<file path="config.mk">
export PLATFORM = sky130hd
export DESIGN_NAME = loop_pipeline_ctrl
export DESIGN_NICKNAME = d
export VERILOG_FILES = /design/src/rtl/loop_ctrl_pkg.sv /design/src/rtl/ii_phase_counter.sv /design/src/rtl/loop_pipeline_ctrl.sv
export SDC_FILE = /design/constraint.sdc
export NUM_CORES = 1
export LEC_CHECK = 0
export BUFFER_PORTS_ARGS = -buffer_cell sky130_fd_sc_hd__buf_4
export CORE_UTILIZATION = 54
export DETAILED_ROUTE_END_ITERATION = 10
export PLACE_DENSITY = 0.77
export SETUP_SLACK_MARGIN = 0.2
export SKIP_CTS_REPAIR_TIMING = 1
export SLEW_MARGIN = 20
export SYNTH_ARGS = -nofsm -noshare
export SYNTH_HDL_FRONTEND = slang
export SYNTH_SLANG_ARGS = --single-unit
</file>
<file path="constraint.sdc">
create_clock -name clk -period 2.9 [get_ports clk]
set_clock_uncertainty 0.1 [all_clocks]
set_input_delay 0.145 -clock clk [delete_from_list [all_inputs] [get_ports clk]]
set_output_delay 0.145 -clock clk [all_outputs]
set_load 0.02 [all_outputs]
</file>
<file path="src/rtl/loop_ctrl_pkg.sv">
// Shared types and helpers for the pipelined loop controller.
package loop_ctrl_pkg;

  localparam int unsigned IDX_W = 32;

  typedef enum logic [1:0] {
    IDLE  = 2'd0,
    ISSUE = 2'd1,
    DRAIN = 2'd2,
    DONE  = 2'd3
  } state_e;

  // Width of a counter that must hold 0..max; never narrower than one bit.
  function automatic int unsigned phase_w(input int unsigned max);
    return (max > 0) ? $clog2(max + 1) : 1;
  endfunction

endpackage

</file>
<file path="src/rtl/ii_phase_counter.sv">
// Initiation-interval phase counter: counts 0..MAX and wraps, with clear and enable.
module ii_phase_counter
  import loop_ctrl_pkg::*;
#(
  parameter int unsigned MAX = 0
) (
  input  logic                      clk,
  input  logic                      rst,
  input  logic                      clear,
  input  logic                      en,
  output logic [phase_w(MAX)-1:0]   phase,
  output logic                      at_zero
);

  localparam int unsigned PW = phase_w(MAX);

  always_ff @(posedge clk or negedge rst) begin
    if (!rst) begin
      phase <= '0;
    end else if (clear) begin
      phase <= '0;
    end else if (en) begin
      phase <= (phase == PW'(MAX)) ? '0 : phase + PW'(1);
    end
  end

  assign at_zero = (phase == '0);

endmodule

</file>
<file path="src/rtl/loop_pipeline_ctrl.sv">
// Issues TRIP_COUNT loop iterations every II cycles and tracks them through a
// DEPTH-stage datapath, pulsing done when the last one retires.
module loop_pipeline_ctrl
  import loop_ctrl_pkg::*;
#(
  parameter int unsigned TRIP_COUNT = 4,
  parameter int unsigned II         = 1,
  parameter int unsigned DEPTH      = 3
) (
  input  logic             clk,
  input  logic             rst,
  input  logic             start,
  input  logic             abort,
  input  logic             stall,
  output logic             ready,
  output logic             busy,
  output logic             issue,
  output logic [IDX_W-1:0] iter_idx,
  output logic [DEPTH-1:0] stage_valid,
  output logic             done
);

  localparam int unsigned    PHASE_MAX = II - 1;
  localparam int unsigned    PW        = phase_w(PHASE_MAX);
  localparam logic [IDX_W-1:0] LAST_IDX = IDX_W'((TRIP_COUNT == 0) ? 0 : TRIP_COUNT - 1);
  localparam logic [DEPTH-1:0] TAIL_ONLY = DEPTH'(1) << (DEPTH - 1);

  state_e           state_q;
  state_e           state_d;
  logic             accept;
  logic             last_issue;
  logic             drain_exit;
  logic             phase_clear;
  logic             phase_en;
  logic             at_zero;
  logic [PW-1:0]    phase;
  logic             unused_phase;
  logic [DEPTH-1:0] sv_shift;
  logic             sv_advance;

  assign accept      = start & (state_q == IDLE) & ~abort;
  assign issue       = (state_q == ISSUE) & at_zero & ~stall;
  assign last_issue  = issue & (iter_idx == LAST_IDX);
  assign drain_exit  = ~stall & (stage_valid == TAIL_ONLY);
  assign ready       = (state_q == IDLE);
  assign busy        = (state_q != IDLE);
  assign done        = (state_q == DONE);
  assign unused_phase = ^phase;

  // Phase restarts whenever a run begins or is killed.
  assign phase_clear = abort | accept;
  assign phase_en    = (state_q == ISSUE) & ~stall;

  ii_phase_counter #(
    .MAX (PHASE_MAX)
  ) u_phase (
    .clk     (clk),
    .rst     (rst),
    .clear   (phase_clear),
    .en      (phase_en),
    .phase   (phase),
    .at_zero (at_zero)
  );

  always_ff @(posedge clk or negedge rst) begin
    if (!rst) begin
      state_q <= IDLE;
    end else begin
      state_q <= state_d;
    end
  end

  always_comb begin
    state_d = state_q;
    if (abort) begin
      state_d = IDLE;
    end else begin
      case (state_q)
        IDLE:    if (start) state_d = (TRIP_COUNT == 0) ? DONE : ISSUE;
        ISSUE:   if (last_issue) state_d = DRAIN;
        DRAIN:   if (drain_exit) state_d = DONE;
        DONE:    state_d = IDLE;
        default: state_d = IDLE;
      endcase
    end
  end

  always_ff @(posedge clk or negedge rst) begin
    if (!rst) begin
      iter_idx <= '0;
    end else if (accept) begin
      iter_idx <= '0;
    end else if (issue) begin
      iter_idx <= iter_idx + IDX_W'(1);
    end
  end

  generate
    if (DEPTH == 1) begin : g_sv_single
      assign sv_shift = issue;
    end else begin : g_sv_chain
      assign sv_shift = {stage_valid[DEPTH-2:0], issue};
    end
  endgenerate

  // Back-pressure only freezes the pipeline while a run is actually in flight.
  assign sv_advance = ~stall | (state_q == IDLE) | (state_q == DONE);

  always_ff @(posedge clk or negedge rst) begin
    if (!rst) begin
      stage_valid <= '0;
    end else if (abort) begin
      stage_valid <= '0;
    end else if (sv_advance) begin
      stage_valid <= sv_shift;
    end
  end

endmodule

</file>
==> flow_metrics.tcl <==
set metrics [dict create \
    dp_hpwl_um 3890 \
    seq_power_share 0.451 \
    hold_end "state_q[0]$_DFFE_PN0P_" \
    worstHoldStart "start" \
    period_share 0.789 \
    die_height_um 65.8 \
    core_mm2 0.00377 \
    power.leakage_nw 1.19 \
    placementRows 22 \
    status "completed" \
    wl_um 5630 \
    firstDrtPassIters 5 \
    cp-startpoint "state_q[1]$_DFFE_PN0P_" \
    combinationalPowerShare 0.273 \
    power_density_mw_per_mm2 489 \
    htree_levels 2 \
    crit_type "reg2reg" \
    cts_made_buffers 5 \
    worstHoldPathType "in2reg" \
    wire_per_inst_um 17.0 \
    vias_per_cell 6.32 \
    pwr-share-clk 0.277 \
    ys.flop_type "dfrtp_1" \
    ff2ff_path_depth 6 \
    cp_data_arrival_time_ps 2410 \
    initial_core_util 0.582 \
    port_buffers 43 \
    syn_inst 241 \
    cts.clk_slew.worst_paths_ps 80 \
    timing.fmax_mhz 437 \
    setup_viol 0 \
    crit_buf_inv 1 \
    worstMarginPinSlew_ps 661 \
    r2r_slack_ps 610 \
    fp.dieArea_mm2 0.00433 \
    first_global_vias 1899 \
    r2r_start "state_q[1]$_DFFE_PN0P_" \
    grt_pass1_wl_um 9220 \
    grt_start_max_net_pins 38 \
    maxSlewHeadroom 0.558 \
    hold-worst-slack_ps 240 \
    p_int_uw 854 \
    cp-start-kind "flop" \
    cts.path.max_buffers 2 \
    die_w_um 65.8 \
    drc_errors 0 \
    final_net_count 293 \
    ys_ff_latch 37 \
    layout-drive-gt1-share 0.211 \
    min_period_ps 2290 \
    crit_required_ps 3020 \
    cp_slowest_stage_delay_ps 580 \
    diodes 0 \
    rsz0062_at_grt "false" \
    r2r_end "iter_idx[28]$_DFFE_PN0P_" \
    hold_violations 0 \
    power.switching_uw 443 \
    fillers 313 \
    syn_nets 251 \
    crit_family "simple AND/OR/NAND/NOR gates" \
    clockRootBuffer "clkbuf_8" \
    via_count 2098 \
    syn_area_mm2 0.00220 \
    cts_tree "built" \
    max_cap_violations 0 \
    ys_seq_area_frac 0.422 \
    end_kind "flop" \
    multi_input_area_mm2 0.00119 \
    grt.overflow.total 0 \
    cp_max_fo 10 \
    holdPathStages 4 \
    drt_iter0_drc 159 \
    finalMaxSlewViolations 0 \
    place_congestion 0.878 \
    p_sw_frac 0.341 \
    synth_area_per_cell_um2 9.11 \
    postRouteAntennaNets 0 \
    crit_chain "inv_1, ha_1, nor2b_1, o2111ai_2, or4_1, a21oi_1" \
    numClockSinks 37 \
    setup_tns_ps 0 \
    synth.distinct_cells 42 \
    insertion_delay_ps 300 \
    synth-edff-count 0 \
    area_growth_pct 20.7 \
    synth_warnings 0 \
    regArea_um2 926 \
    grt_use_total 0.285 \
    io_pins 44 \
    slowest_stage "or4_1" \
    ir_drop_v 0.000381 \
    antenna_found_initial 0 \
    synthArstFlopShare 1.00 \
]
-- logic make-up after synthesis --
logic type               after synthesis  share of synthesized area
AO/OA/AOI/OAI                         38                      0.113
XOR/XNOR                               8                     0.0319
adder cells (fa/ha/maj)                5                     0.0285
buffers and inverters                 21                     0.0382
flip-flops                            37                      0.422
multiplexers                          11                     0.0501
AND/OR/NAND/NOR                      121                      0.316
-- cell usage after synthesis (all sizes together), types with 2 or more instances --
cell type / n / area share
nand3b: 2 / 0.0068
clkbuf: 9 / 0.015
o21ai: 6 / 0.014
nor4b: 2 / 0.0080
inv: 8 / 0.014
and4: 5 / 0.021
o31ai: 5 / 0.017
nand3: 9 / 0.021
nand2b: 11 / 0.031
o41ai: 3 / 0.012
nor4: 13 / 0.037
xnor2: 2 / 0.0080
dfrtp: 37 / 0.42
nand4: 14 / 0.040
xor2: 6 / 0.024
or3: 6 / 0.018
nor3: 2 / 0.0046
or4: 7 / 0.026
a21oi: 15 / 0.034
and3: 4 / 0.011
ha: 5 / 0.028
or2: 2 / 0.0057
mux2i: 11 / 0.050
buf: 4 / 0.0091
o2111ai: 2 / 0.011
nor2: 14 / 0.024
o311ai: 3 / 0.012
nand2: 24 / 0.041
-- how the worst max path moves through the flow --
stage                                           to  depth (start not counted)
after floorplan           iter_idx[29]$_DFFE_PN0P_                          8
after global placement    iter_idx[19]$_DFFE_PN0P_                          6
after detailed placement  iter_idx[28]$_DFFE_PN0P_                          6
after CTS                 iter_idx[28]$_DFFE_PN0P_                          6
after global routing      iter_idx[28]$_DFFE_PN0P_                          6
final                     iter_idx[28]$_DFFE_PN0P_                          6
-- stage by stage --
stage / utilization / instance area, um^2 / power [mW] / instances / setup slack (ps)
after floorplan: - / 2200 / 0.822 / 241 / 679
after global placement: 0.676 / 2550 / 0.938 / 322 / 707
after detailed placement: 0.676 / 2550 / 0.946 / 322 / 639
after CTS: 0.697 / 2630 / 1.30 / 330 / 601
after global routing: 0.703 / 2650 / 1.36 / 332 / 450
final: 0.703 / 2650 / 1.30 / 332 / 611
-- per-layer routing --
layer,part of all wire,track usage
met4,0.020,0.109
met2,0.48,0.450
met1,0.43,0.382
met3,0.076,0.0552
met5,0,0
-- area by class of cell --
type	instances	area share
clock buffers	6	0.0274
clock inverters	2	0.00378
inverters	8	0.0113
multi-input cells	183	0.448
flip-flops and latches	37	0.349
well taps	48	0.0227
repair buffers	48	0.138
-- registers in the layout (all words and copies together) (netlist names) --
register / count
state_q: 2
stage_valid: 3
iter_idx: 32
-- cell usage in the layout (no fill, tap or decap), drive strengths merged, types with 7 or more instances in the layout --
master | netlist | final
dfrtp | 37 | 37
nand2 | 24 | 24
inv | 8 | 8
a21oi | 15 | 15
mux2i | 11 | 11
or4 | 7 | 7
nand2b | 11 | 11
nor4 | 13 | 13
buf | 4 | 46
nand3 | 9 | 9
nor2 | 14 | 14
nand4 | 14 | 14
-- worst reg2reg max path: cells and delay by family, from the launching register on --
kind                     cells  cell delay [ps]
flip-flops                   1              400
AO/OA/AOI/OAI                2              480
buffers and inverters        1              100
AND/OR/NAND/NOR              2              900
adder cells (fa/ha/maj)      1              240
-- power groups by stage --
stage | Clock, mW | Combinational, mW | Sequential [mW]
after global routing | 0.383 | 0.393 | 0.589
after floorplan | 0 | 0.216 | 0.607
final | 0.359 | 0.354 | 0.585
after CTS | 0.362 | 0.353 | 0.584
after global placement | 0 | 0.346 | 0.591
after detailed placement | 0 | 0.352 | 0.594
(Power assumes the default switching activity.)
